[config.mk]
export PLATFORM = sky130hd
export DESIGN_NAME = seg7_mux_driver
export DESIGN_NICKNAME = d
export VERILOG_FILES = /design/src/rtl/seg7_pkg.sv /design/src/rtl/seg7_refresh_timer.sv /design/src/rtl/seg7_mux_driver.sv
export SDC_FILE = /design/constraint.sdc
export NUM_CORES = 1
export LEC_CHECK = 0
export CAP_MARGIN = 20
export CELL_PAD_IN_SITES_DETAIL_PLACEMENT = 1
export CELL_PAD_IN_SITES_GLOBAL_PLACEMENT = 1
export CORE_ASPECT_RATIO = 1.25
export CORE_MARGIN = 5
export CORE_UTILIZATION = 43
export CTS_CLUSTER_SIZE = 14
export DETAILED_ROUTE_END_ITERATION = 7
export PLACE_DENSITY_LB_ADDON = 0.2
export REMOVE_ABC_BUFFERS = 1
export SYNTH_ARGS = -nofsm -noshare
export SYNTH_HDL_FRONTEND = slang
export SYNTH_SLANG_ARGS = --single-unit
[constraint.sdc]
create_clock -name clk -period 2.5 [get_ports clk]
set_input_delay 0.25 -clock clk [delete_from_list [all_inputs] [get_ports clk]]
set_output_delay 0.25 -clock clk [all_outputs]
set_load 0.05 [all_outputs]
[src/rtl/seg7_pkg.sv]
// Shared types and constants for the two-digit 7-segment multiplexed driver.
package seg7_pkg;

  typedef logic [6:0] seg7_t;

  localparam seg7_t SEG7_BLANK = 7'h00;
  localparam seg7_t SEG7_ZERO  = 7'h7E;

  typedef enum logic {DEAD, ON} seg7_phase_e;

endpackage

[src/rtl/seg7_refresh_timer.sv]
// Slot timer for the multiplexed display: slot counter, digit slot select,
// dead/on phase and the once-per-frame capture strobe.
//
// state | meaning
// DEAD  | leading part of a slot, all digits off (ghost suppression)
// ON    | remainder of the slot, the selected digit is driven
module seg7_refresh_timer
  import seg7_pkg::*;
#(
  parameter int REFRESH_DIV = 50000,
  parameter int DEAD_CYCLES = 500
) (
  input  logic        clk,
  input  logic        rst,
  output logic        slot,
  output seg7_phase_e phase,
  output logic        capture
);

  localparam int CW = (REFRESH_DIV > 1) ? $clog2(REFRESH_DIV) : 1;
  localparam logic [CW-1:0] LAST_CNT = CW'(REFRESH_DIV - 1);
  localparam logic [CW-1:0] DEAD_END = CW'(DEAD_CYCLES);
  // Without a dead phase the FSM lives in ON, including straight out of reset,
  // so the first digit is driven right after the first edge.
  localparam seg7_phase_e PHASE_RST = (DEAD_CYCLES == 0) ? ON : DEAD;

  logic [CW-1:0] cnt;
  logic [CW-1:0] cnt_nxt;
  logic          wrap;
  seg7_phase_e   phase_nxt;

  assign wrap    = (cnt == LAST_CNT);
  assign cnt_nxt = wrap ? '0 : cnt + 1'b1;
  assign capture = (cnt == '0) && !slot;

  // Counter, slot toggle at wrap, and phase state register.
  always_ff @(posedge clk or posedge rst) begin
    if (rst) begin
      cnt   <= '0;
      slot  <= 1'b0;
      phase <= PHASE_RST;
    end else begin
      cnt <= cnt_nxt;
      if (wrap) slot <= ~slot;
      phase <= phase_nxt;
    end
  end

  // Phase follows the counter: DEAD below DEAD_CYCLES, ON from there to the wrap.
  always_comb begin
    phase_nxt = phase;
    case (phase)
      DEAD:    if (cnt_nxt == DEAD_END) phase_nxt = ON;
      ON:      if (wrap && (DEAD_CYCLES != 0)) phase_nxt = DEAD;
      default: phase_nxt = PHASE_RST;
    endcase
  end

endmodule

[src/rtl/seg7_mux_driver.sv]
// Two-digit time-multiplexed 7-segment driver. Captures the upstream segment
// codes once per frame into a shadow register, then drives a shared segment
// bus and one enable per digit, with optional pin inversion.
// Optional build macro: SEG7_LZ_BLANK_EN blanks the tens digit when it shows zero.
module seg7_mux_driver
  import seg7_pkg::*;
#(
  parameter int REFRESH_DIV    = 50000,
  parameter int DEAD_CYCLES    = 500,
  parameter int ACTIVE_LOW_OUT = 0
) (
  input  logic            clk,
  input  logic            rst,
  input  logic [1:0][6:0] s_data,
  output logic [6:0]      seg,
  output logic [1:0]      dig_en,
  output logic            frame_tick
);

  localparam logic POL = (ACTIVE_LOW_OUT != 0);

  logic            slot;
  logic            capture;
  seg7_phase_e     phase;
  logic [1:0][6:0] shadow;
  seg7_t           seg_l;
  logic [1:0]      en_l;
  logic            blank_tens;

  seg7_refresh_timer #(
    .REFRESH_DIV (REFRESH_DIV),
    .DEAD_CYCLES (DEAD_CYCLES)
  ) u_timer (
    .clk     (clk),
    .rst     (rst),
    .slot    (slot),
    .phase   (phase),
    .capture (capture)
  );

`ifdef SEG7_LZ_BLANK_EN
  assign blank_tens = (shadow[1] == SEG7_ZERO);
`else
  assign blank_tens = 1'b0;
`endif

  // Shadow copy taken once per frame so a display frame never tears.
  always_ff @(posedge clk or posedge rst) begin
    if (rst) shadow <= '0;
    else if (capture) shadow <= s_data;
  end

  // Logical output levels for the current slot and phase.
  always_comb begin
    seg_l = SEG7_BLANK;
    en_l  = 2'b00;
    if ((phase == ON) && !(slot && blank_tens)) begin
      en_l  = slot ? 2'b10 : 2'b01;
      seg_l = shadow[slot];
    end
  end

  // Registered pins; polarity applied before the flop so pins never glitch.
  always_ff @(posedge clk or posedge rst) begin
    if (rst) begin
      seg        <= {7{POL}};
      dig_en     <= {2{POL}};
      frame_tick <= 1'b0;
    end else begin
      seg        <= seg_l ^ {7{POL}};
      dig_en     <= en_l ^ {2{POL}};
      frame_tick <= capture;
    end
  end

endmodule

After elaboration in Yosys (flattened, before gate mapping)
Cells that the tools add are included.

cells by class
  divide/modulo/power cells = 0
  $lt $le $gt $ge = 1
  multipliers = 0
  eq/ne operators = 2
  reduce and logical (&&, ||, !) cells = 3
  shift operators = 0
  add/sub/neg operators = 1
  muxes and demuxes = 9
  bitwise gates (word level) = 2

operators by type and width
  kind                   count
  $mux 7                 3
  $add 16x1->16 const B  1
  $eq 16x16->1 const B   1
  $eq 16x9->1 const B    1
  $logic_not 16->1       1
  $mux 16                1
  $mux 2                 2
  $lt 1x2->1 const B     1
  $mux 1                 2
  $not 1->1              2
  $pmux 1 s2             1
  $logic_and 1x1->1      1
  $logic_not 1->1        1

storage, ports and cells
  ROM bits = 0
  flip-flop bits (word level) = 42
  memories kept = 0
  word-level logic and storage cells = 26
  RAM bits = 0
  latch bits = 0

Logic depth before layout (Yosys ltp)
Gate-level depths: netlist (run 1).

  word-level depth = 5
  gate-level depth with buffers = 7
  depth with buffers taken out = 7

Hierarchy
A second synthesis (run 1) with hierarchy kept.

unflattened totals
  cell total of the unflattened synthesis = 167
  area total of the unflattened synthesis = 2004.4 sq um

by module, submodules not included
  module              sequential area each (sq um)  times used  area an instance (sq um)  cells an instance
  seg7_refresh_timer  450.4                         1           1097.3                    110
  seg7_mux_driver     600.6                         1           907.1                     57

Worst setup path after synthesis (run 1)
OpenSTA, ideal clock, no wires.

  path type = register to register
  start point = reg u_timer.cnt[0]
  end point = reg shadow[0] in the netlist's numbering
  path slack = 682 ps
  clock period less this slack = 1818 ps
  stages on the path, launching flop included = 8
  arrival time = 1693 ps
  cell sequence = dfrtp_1 -> inv_1 -> ha_1 -> nor4b_1 -> nand2_1 -> nor3_4 -> buf_12 -> mux2_4

between the ends
  cells in the longest elaborated chain, start to end = 2

RTL lines
  what                      RTL line                  text
  start: declaration        seg7_refresh_timer.sv:27  logic [CW-1:0] cnt;
  start signal: assignment  seg7_refresh_timer.sv:43  cnt <= cnt_nxt;
  $logic_not 16->1          seg7_refresh_timer.sv:34  assign capture = (cnt == '0) && !slot;
  $logic_and 1x1->1         seg7_refresh_timer.sv:34
  end signal: assignment    seg7_mux_driver.sv:50     else if (capture) shadow <= s_data;
  end: declaration          seg7_mux_driver.sv:25     logic [1:0][6:0] shadow;

Every way passes these cells.
A chain may end at the register's enable or synchronous reset.

Worst setup path after layout (run 1)
  start point = reg u_timer.cnt[0]
  end point = reg u_timer.phase

between the ends
  cells in the longest elaborated chain, start to end = 5
  elaborated cells on any way between the ends = 7

RTL lines
  what                                                  RTL line                                            text
  $add 16x1->16 / $eq 16x16->1 (equally long branches)  seg7_refresh_timer.sv:33, seg7_refresh_timer.sv:32
  $mux 16                                               seg7_refresh_timer.sv:33                            assign cnt_nxt = wrap ? '0 : cnt + 1'b1;
  $eq 16x9->1                                           seg7_refresh_timer.sv:53                            DEAD: if (cnt_nxt == DEAD_END) phase_nxt = ON;
  $mux 1                                                seg7_refresh_timer.sv:53
  $pmux 1 s2 (*)                                        seg7_refresh_timer.sv:52                            case (phase)
  named net u_timer.phase_nxt                           seg7_refresh_timer.sv:30                            seg7_phase_e phase_nxt;
  end signal: assignment                                seg7_refresh_timer.sv:45                            phase <= phase_nxt;
  end: declaration                                      seg7_refresh_timer.sv:16                            output seg7_phase_e phase,

Mark *: on every way through the listed nets, which the timed path passes. The rest lies on a longest branch.

==> run metrics, run 1 <==
Resized cells post-CTS 0; clk buf depth 2; cell taking the most area after synthesis dfrtp_1; critical path class reg -> reg; final worst setup slack 0.408 ns; share of layout cells above drive strength 1 14.6%; post-synth top area share 52.5%; Worst-Margin Slew 0.592 ns; R2R Setup Slk 0.41 ns; std cell rows 27; Yosys reg bits 42; most used flip-flop cell after synthesis dfrtp_1; Critical Path Max Stage Delay 0.55 ns; Max Cap Viol 0; top-count cell post-synth dfrtp_1; number of detailed-route iterations in the first pass 4; initial antenna violation count 0; pwr/cell area 505 mW/mm2; Syn-to-layout area delta 18.8%; kind of end point of the critical path flop; Mean Syn Cell Area 11.7 um2; Synth top cells by count dfrtp_1 (42), nor2_1 (21), mux2_4 (10), xor2_1 (10), nand3_1 (9); Chip Height 86.3 um; Post-synth EDFFs 0; outcome finished clean; Gate Count Post-Synth 171; Initial DRC Count 50; reg2reg end u_timer.phase; nets@finish 216; register area share after synthesis 52.5%; Syn Std Cell Area 0.00200 mm2; # IOs 26; Final Hold Fails 0; Initial Util 44.9%; Global Route Usage Sum 15.0%; Worst-path clk slew 0.08 ns; estimated wirelength of the detail-placed design 3.03 mm; Leak 1.02 nW; number of diodes 0; worst hold path type in -> async; routability cong. 0.822; RSZ-0062 raised after global routing false; Finished Cell Area 0.00238 mm2; Slew Viols, Final 0; Final ANT Viol Nets 0; die area 0.00613 mm2; vias in the first global route 1,506; Async S/R FF share, synth 100%; core area 0.00446 mm2; Cell Area, Placed 0.00228 mm2; Worst setup SP type flop; FILL cells 483; DIE WIDTH 71.0 um; Synth area leaders dfrtp_1 (53%), mux2_4 (7.5%), xor2_1 (4.4%); global-route wire length before repair 7.30 mm; fmax 478 MHz; hold buffer count at cts 0; number of port buffers 25; Root Driver clkbuf_8; Final period util 83.7%; # DRC 0; critical path's slowest cell nor3_1; Peak supply drop 0.267 mV; WP data arrival 2.29 ns; via count 1,351; max_slew headroom 60.2%; largest net degree at the start of global routing 43; Setup Buffers After CTS 0; total wire length 4.14 mm; Tot Pwr 1.20 mW; critical path's most frequent cell o22ai_1; CP Max Fanout 6; # setup viols final 0; Crit path required time 2.70 ns; CTS tree done; wire per inst 16.1 um; Syn. warnings 0; CTS Sinks 42; Via density 5.26; worst reg-to-reg path cell count 6; worst clock skew 0.00616 ns; r2r startpoint u_timer.cnt[0]; crit-path cells ha_1, nand3_1, nor3_1, and4b_1, o22ai_1, o22ai_1; minimum clock period 2.09 ns; pre-CTS worst setup slack 0.432 ns; setup TNS 0 ns; WP buf/inv 0; Worst-Skew Late Latency 0.29 ns; Unique masters post-synth 38; Num CTS Buffers 5; Worst path top cell family by delay simple AND/OR/NAND/NOR gates; gr ovfl total 0; H-tree levels 2
[worst min-delay path, stage by stage]
cell and delay (ns):
clkdlybuf4s50_1 0.40, inv_1 0.05, buf_4 0.43
[cell type report]
| type | instances | area (um2) | area share [%] |
|---|---|---|---|
| clock buffer | 6 | 82.6 | 3.47 |
| clock inverter | 2 | 12.5 | 0.526 |
| inverter | 6 | 22.5 | 0.947 |
| multi-input combinational | 115 | 863 | 36.3 |
| sequential | 42 | 1050 | 44.2 |
| tap | 58 | 72.6 | 3.05 |
| timing repair buffer | 28 | 273 | 11.5 |
[flip-flops by register name, summed over array words and instances, names as in the netlist]
signal / cells
dig_en: 2
frame_tick: 1
seg: 7
shadow: 14
u_timer.cnt: 16
u_timer.phase: 1
u_timer.slot: 1
[cell usage in the layout (no fill, tap or decap), types with 3 or more instances in the layout]
| cell | instances |
|---|---|
| nand2_1 | 6 |
| mux2_4 | 10 |
| nor2_1 | 21 |
| nand4_1 | 5 |
| mux2_2 | 4 |
| o21ai_0 | 4 |
| dfrtp_1 | 42 |
| clkdlybuf4s50_1 | 25 |
| xnor2_1 | 6 |
| buf_4 | 3 |
| clkbuf_8 | 6 |
| nor3_1 | 6 |
| inv_1 | 5 |
| xor2_1 | 10 |
| nand3_1 | 9 |
| mux2i_1 | 7 |
[worst max path at each step]
| stage | start | to | slack (ns) | cells after the start |
|---|---|---|---|---|
| 6_report | u_timer.cnt[0] | u_timer.phase | 0.41 | 6 |
| 5_1_grt | u_timer.cnt[0] | u_timer.phase | 0.20 | 6 |
| 4_1_cts | u_timer.cnt[0] | u_timer.phase | 0.41 | 6 |
| 3_5_place_dp | u_timer.cnt[0] | shadow[9] | 0.43 | 7 |
| 3_3_place_gp | u_timer.cnt[0] | shadow[8] | 0.53 | 7 |
| 2_1_floorplan | u_timer.cnt[0] | shadow[10] | 0.46 | 6 |
[routing by layer]
layer	up-vias	wire [um]	track usage [%]
li1	646	-	-
met1	681	1770	17.7
met2	20	2220	27.2
met3	4	120	2.67
met4	0	36	5.13
met5	-	0	0
[power breakdown]
group	internal, mW	switching (mW)	total [mW]
combinational	0.0364	0.0209	0.0573
sequential	0.690	0.00631	0.697
clock	0.222	0.225	0.447
total	0.948	0.253	1.20
[per-stage QoR]
stage	std cells	utilization (%)	hold WS, ns
after floorplan	163	-	0.398
after global placement	249	51.2	0.490
after detailed placement	249	51.2	0.496
after CTS	257	53.3	0.416
after global routing	257	53.3	0.455
final	257	53.3	0.387
[logic make-up (layout without fill, tap and decap cells)]
family	after synthesis	after routing	synth area share (%)
compound gates	10	10	3.00
xor+xnor	16	16	7.00
flops	42	42	52.5
mux	21	21	13.2
buf+inv	14	42	4.37
simple gates	66	66	18.6
fa+ha+maj	2	2	1.25
Note: power is estimated with default switching activity, not from simulation.
==> run 2, diff against run 1 <==
--- a/config.mk
+++ b/config.mk
@@ -10,7 +10,7 @@
 export CELL_PAD_IN_SITES_GLOBAL_PLACEMENT = 1
 export CORE_ASPECT_RATIO = 1.25
 export CORE_MARGIN = 5
-export CORE_UTILIZATION = 43
+export CORE_UTILIZATION = 39
 export CTS_CLUSTER_SIZE = 14
 export DETAILED_ROUTE_END_ITERATION = 7
 export PLACE_DENSITY_LB_ADDON = 0.2
==> constraint.sdc (replaced) <==
create_clock -name clk -period 1.9 [get_ports clk]
set_input_delay 0.19 -clock clk [delete_from_list [all_inputs] [get_ports clk]]
set_output_delay 0.19 -clock clk [all_outputs]
set_load 0.05 [all_outputs]
==> run 2 against run 1 <==
Against the previous run:
- clock skew is 0.0034 ns higher
- via count is 9.5% higher
- die area increased by 8.9%
- core utilization fell by 0.20 points
- sequential share of layout area down 5.0 points
- global-route usage grew 0.43 points
- fmax is 12% higher
- sequential cell count did not move
- critical path type unchanged
- design area is 13% higher
==> run metrics, run 2 (synthesis results as in run 1) <==
number of detailed-route iterations in the first pass 4 (unchanged); largest net degree at the start of global routing 43 (unchanged); routability cong. 0.815 (-0.90%); Crit path required time 2.07 ns (-0.63 ns); Max Cap Viol 0 (unchanged); WP buf/inv 1 (+1); crit-path cells nor4_4, nand2_2, nor3_4, clkbuf_16, mux2_4; Top Registers u_timer.cnt (16), shadow (14), seg (7); hold buffer count at cts 0 (unchanged); nets@finish 240 (+11%); sequential share of power 54.3% (-3.7 points); estimated wirelength of the detail-placed design 3.47 mm (+15%); wire per inst 17.9 um (+11%); Cell Area, Placed 0.00242 mm2 (+6.0%); critical path's slowest cell dfrtp_1; share of layout cells above drive strength 1 27.4% (+13 points); worst hold path type in -> async; CTS tree done; # setup viols final 0 (unchanged); minimum clock period 1.87 ns (-0.226 ns); initial antenna violation count 0 (unchanged); total wire length 5.10 mm (+23%); Initial Util 39.7% (-5.2 points); Num CTS Buffers 5 (unchanged); largest reg by FF count u_timer.cnt; fin util 53.1% (-0.20 points); kind of end point of the critical path flop; core area 0.00504 mm2 (+13%); # IOs 26 (unchanged); vias in the first global route 1,598 (+6.1%); Switch Pwr 0.343 mW (+36%); DIE WIDTH 74.1 um (+4.3%); Syn-to-layout area delta 33.8%; Global Route Usage Sum 15.4% (+0.43 points); via count 1,480 (+9.5%); max_slew headroom 63.8% (+3.5 points); die area 0.00667 mm2 (+8.9%); clk buf depth 2 (unchanged); critical path class reg -> reg; Finished Cell Area 0.00268 mm2 (+13%); RSZ-0062 raised after global routing true; number of diodes 0 (unchanged); Final Hold Fails 0 (unchanged); Worst path top cell family by delay simple AND/OR/NAND/NOR gates; Final ANT Viol Nets 0 (unchanged); Sw Ratio 20.4% (-0.69 points); global-route wire length before repair 7.90 mm (+8.2%); Internal 1.34 mW (+42%); Chip Height 90.1 um (+4.4%); Peak supply drop 0.289 mV (+8.2%); Via density 5.19 (-1.2%); Worst-Skew Late Latency 0.29 ns (about the same); # DRC 0 (unchanged); fmax 536 MHz (+12%); Worst-path clk slew 0.08 ns (about the same); Initial DRC Count 54 (+8.0%); Slew Viols, Final 0 (unchanged); CTS Sinks 42 (unchanged); Leak 1.21 nW (+18%); outcome finished clean; combinational power share 4.6% (-0.2 points); Final period util 98.2% (+15 points); Critical Path Max Stage Delay 0.42 ns (-0.13 ns); CP Max Fanout 7 (+1); Worst setup SP type flop; H-tree levels 2 (unchanged); Clock Power Share 41.0% (+3.8 points); most frequent cells in the layout dfrtp_1 (42), clkdlybuf4s50_1 (25), buf_4 (25); pwr/cell area 630 mW/mm2 (+25%); std cell rows 29 (+7.4%); max FFs per register 16 (unchanged); R2R Setup Slk 0.03 ns (-0.37 ns); commonest non-fill, non-tap cell in the layout dfrtp_1; gr ovfl total 0 (unchanged); Worst-Margin Slew 0.544 ns (-0.0485 ns); WP data arrival 2.04 ns (-0.25 ns); Root Driver clkbuf_8; worst clock skew 0.00959 ns (+0.00343 ns); number of port buffers 25 (unchanged)
## run 2: cell types whose count changed in the layout (fill, tap and decap cells not counted), moves of 2 or more
cell     delta
buf_4      +22
nand3_1     -3
nand3_2     +3
mux2_2      -2
mux2_4      +2
## run 2: final cells by class
cell class	count	area, um2
well taps	62	77.6
repair buffers	52	483
clock inverters	3	40.0
flip-flops and latches	42	1050
inverters	6	22.5
clock buffers	5	68.8
fillers	521	2360
multi-input cells	115	936
## run 2: routing by layer
layer	vias to the layer above	GRT usage (%)	routed length (um)
met5	-	0	0
met4	0	5.59	107
met3	9	3.68	185
met2	25	26.6	2830
met1	753	18.1	1980
li1	693	-	-
## run 2: worst paths after layout
check	to	cells after the start	start
max	shadow[13]	5	u_timer.cnt[13]
min	u_timer.cnt[13]	3	rst
max reg2reg	shadow[13]	5	u_timer.cnt[13]
min reg2reg	shadow[11]	1	shadow[11]
max in group asynchronous	seg[5]	3	rst
min in group clk	shadow[4]	2	s_data[4]
## run 2: worst reg2reg max path, cell delays in order, from the launching register on
cell and delay [ns]:
dfrtp_1 0.42, nor4_4 0.37, nand2_2 0.14, nor3_4 0.30, clkbuf_16 0.23, mux2_4 0.30
## run 2: through the flow
stage | power [mW] | TNS [ns] | instances | setup slack, ns | hold slack, ns
6_report | 1.69 | 0 | 285 | 0.0335 | 0.324
5_1_grt | 1.76 | -0.625 | 285 | -0.0704 | 0.369
3_3_place_gp | 1.01 | 0 | 269 | 0.0882 | 0.490
3_5_place_dp | 1.01 | 0 | 269 | 0.0448 | 0.498
4_1_cts | 1.71 | 0 | 277 | 0.0293 | 0.338
2_1_floorplan | 0.968 | -1.41 | 163 | -0.139 | 0.338
## run 2: timing repair
item                                    4_1_cts  5_1_grt
buffers inserted                              0        7
gates resized for setup                       0       13
endpoints found under the setup margin        0       17
## run 2: power by group through the flow
stage	Sequential, mW	Combinational [mW]	Clock, mW
2_1_floorplan	0.932	0.0367	0
3_3_place_gp	0.933	0.0759	0
3_5_place_dp	0.935	0.0777	0
4_1_cts	0.917	0.0785	0.712
5_1_grt	0.919	0.0858	0.759
6_report	0.917	0.0781	0.692
==> run 3, diff against run 2 <==
--- a/config.mk
+++ b/config.mk
@@ -8,13 +8,13 @@
 export CAP_MARGIN = 20
 export CELL_PAD_IN_SITES_DETAIL_PLACEMENT = 1
 export CELL_PAD_IN_SITES_GLOBAL_PLACEMENT = 1
-export CORE_ASPECT_RATIO = 1.25
 export CORE_MARGIN = 5
 export CORE_UTILIZATION = 39
 export CTS_CLUSTER_SIZE = 14
 export DETAILED_ROUTE_END_ITERATION = 7
 export PLACE_DENSITY_LB_ADDON = 0.2
 export REMOVE_ABC_BUFFERS = 1
+export SLEW_MARGIN = 40
 export SYNTH_ARGS = -nofsm -noshare
 export SYNTH_HDL_FRONTEND = slang
 export SYNTH_SLANG_ARGS = --single-unit
==> run 3 against run 2 <==
Against the previous run:
- routed wire length fell by 8.5%
- core utilization decreased by 1.2 points
- design area shrank 2.2%
- worst hold slack improved by 0.015 ns
- sequential power hardly changed
- combinational power is essentially flat
- global-route usage up 0.081 points
- first-iteration DRC count up 30%
- via count down 2.8%
- sequential share of layout area up 0.90 points
==> run metrics, run 3 (synthesis results as in run 1) <==
max_slew headroom 64.6% (+0.83 points); Chip Height 81.6 um (-9.4%); number of detailed-route iterations in the first pass 4 (unchanged); Clock Power Share 45.9% (+4.9 points); critical path class reg -> reg; Switch Pwr 0.355 mW (+3.2%); # IOs 26 (unchanged); Max Cap Viol 0 (unchanged); sequential share of power 49.9% (-4.4 points); Leak 1.14 nW (-5.5%); M3 GR Usage 3.18% (-0.50 points); pre-CTS worst setup slack -0.0362 ns (-0.0810 ns); final worst setup slack 0.0666 ns (+0.0331 ns); Via density 5.03 (-3.1%); nets@finish 233 (-2.9%); routability cong. 0.769 (-5.7%); DIE WIDTH 81.6 um (+10%); die area 0.00667 mm2 (-0.13%); hold buffer count at cts 0 (unchanged); Slew Viols, Final 0 (unchanged); Initial DRC Count 70 (+30%); combinational power share 4.2% (-0.4 points); met1 Use GR 18.6% (+0.57 points); H-tree levels 2 (unchanged); largest reg by FF count u_timer.cnt; global-route wire length before repair 7.92 mm (+0.27%); std cell rows 26 (-10%); core area 0.00504 mm2 (about the same); Final ANT Viol Nets 0 (unchanged); number of port buffers 25 (unchanged); Root Driver clkbuf_8; CP Max Fanout 14 (+7); outcome finished clean; vias in the first global route 1,637 (+2.4%); R2R Setup Slk 0.07 ns (+0.03 ns); Global Route Usage Sum 15.5% (+0.081 points); worst hold path type in -> async; fmax 545 MHz (+1.8%); Final Hold Fails 0 (unchanged); clk buf depth 2 (unchanged); GRT met2 Usage 27.9% (+1.3 points); CTS Sinks 42 (unchanged); Top Registers u_timer.cnt (16), shadow (14), seg (7); gr ovfl total 0 (unchanged); # setup viols final 0 (unchanged); worst reg-to-reg path cell count 7 (+2); Worst-path clk slew 0.08 ns (about the same); initial antenna violation count 0 (unchanged); worst hold slack 0.339 ns (+0.0154 ns); FILL cells 536 (+2.9%); Internal 1.48 mW (+10%); Worst-Margin Slew 0.531 ns (-0.0124 ns); commonest non-fill, non-tap cell in the layout dfrtp_1; GRT Max-Usage Layer met2; reg2reg end shadow[11]; minimum clock period 1.83 ns (-0.0331 ns); r2r startpoint u_timer.cnt[1]; Syn-to-layout area delta 30.8%; Num CTS Buffers 5 (unchanged); share of layout cells above drive strength 1 24.1% (-3.3 points); worst clock skew 0.00632 ns (-0.00327 ns); # DRC 0 (unchanged); estimated wirelength of the detail-placed design 3.42 mm (-1.5%); total wire length 4.67 mm (-8.5%); Initial Util 39.7% (about the same); RSZ-0062 raised after global routing true; Worst setup SP type flop; number of diodes 0 (unchanged); wire per inst 16.3 um (-8.8%); Final period util 96.5% (-1.7 points); largest net degree at the start of global routing 43 (unchanged); most frequent cells in the layout dfrtp_1 (42), clkdlybuf4s50_1 (25), nor2_1 (21); WP data arrival 2.01 ns (-0.03 ns); Crit path required time 2.08 ns (about the same); Worst-Skew Late Latency 0.29 ns (about the same); via count 1,439 (-2.8%); CTS tree done; Sw Ratio 19.3% (-1.1 points); max FFs per register 16 (unchanged); Peak supply drop 0.335 mV (+16%); kind of end point of the critical path flop; pwr/cell area 702 mW/mm2 (+11%)
==> run 3: changes by cell type in the layout (fill, tap and decap cells not counted), sizes merged <==
cell	delta
buf	-6
bufinv	+1
clkbuf	-1
clkinv	-1
==> run 3: layer usage <==
| metal | part of all wire [%] | vias up |
|---|---|---|
| li1 | - | 682 |
| met1 | 43 | 730 |
| met2 | 52 | 21 |
| met3 | 4.4 | 6 |
| met4 | 0.99 | 0 |
| met5 | 0 | - |
==> run 3: how the worst max path moves through the flow <==
stage / to / cells after the start / from / slack [ns]
floorplan: shadow[10] / 6 / u_timer.cnt[0] / -0.14
global placement: shadow[10] / 7 / u_timer.cnt[1] / 0.08
detailed placement: shadow[11] / 7 / u_timer.cnt[1] / -0.04
CTS: u_timer.phase / 6 / u_timer.cnt[1] / 0.01
global route: u_timer.phase / 6 / u_timer.cnt[1] / -0.04
finish: shadow[11] / 7 / u_timer.cnt[1] / 0.07
==> run 3: power groups by stage <==
stage	logic (mW)	registers [mW]	clock network (mW)
after floorplan	0.0367	0.932	0
after global placement	0.0756	0.933	0
after detailed placement	0.0788	0.935	0
after CTS	0.0797	0.917	0.864
after global routing	0.0861	0.918	0.907
final	0.0778	0.916	0.843
==> run 3: area by class of cell <==
| cell class | instances | area (um2) | share of cell area, % |
|---|---|---|---|
| Clock inverter | 3 | 68.8 | 2.63 |
| Sequential cell | 42 | 1050 | 40.1 |
| Timing Repair Buffer | 45 | 413 | 15.8 |
| Inverter | 6 | 22.5 | 0.860 |
| Clock buffer | 5 | 68.8 | 2.63 |
| Tap cell | 70 | 87.6 | 3.34 |
| Multi-Input combinational cell | 115 | 907 | 34.6 |
==> run 3: through the flow <==
step                      setup TNS, ns  area, um2  utilization [%]  power [mW]  instances
final                                 0       2620             51.9        1.84        286
after global routing            -0.0990       2620             51.9        1.91        286
after CTS                             0       2570             51.0        1.86        285
after detailed placement         -0.102       2430             48.2        1.01        277
after global placement                0       2430             48.2        1.01        277
after floorplan                   -1.41       1940                -       0.968        163
==> run 3: what timing repair did <==
| action | 4_1_cts | 5_1_grt |
|---|---|---|
| pin swaps | 0 | 1 |
| gates resized for setup | 1 | 7 |
| setup endpoints to repair | 9 | 17 |
| setup buffers | 0 | 1 |
==> run 3: worst max-delay path, cell delays in order (launching register included) <==
cell and delay [ns]:
dfrtp_1 0.43, inv_1 0.07, ha_1 0.14, nor4b_4 0.22, nand2_2 0.11, nor3_4 0.21, buf_12 0.19, mux2_2 0.35
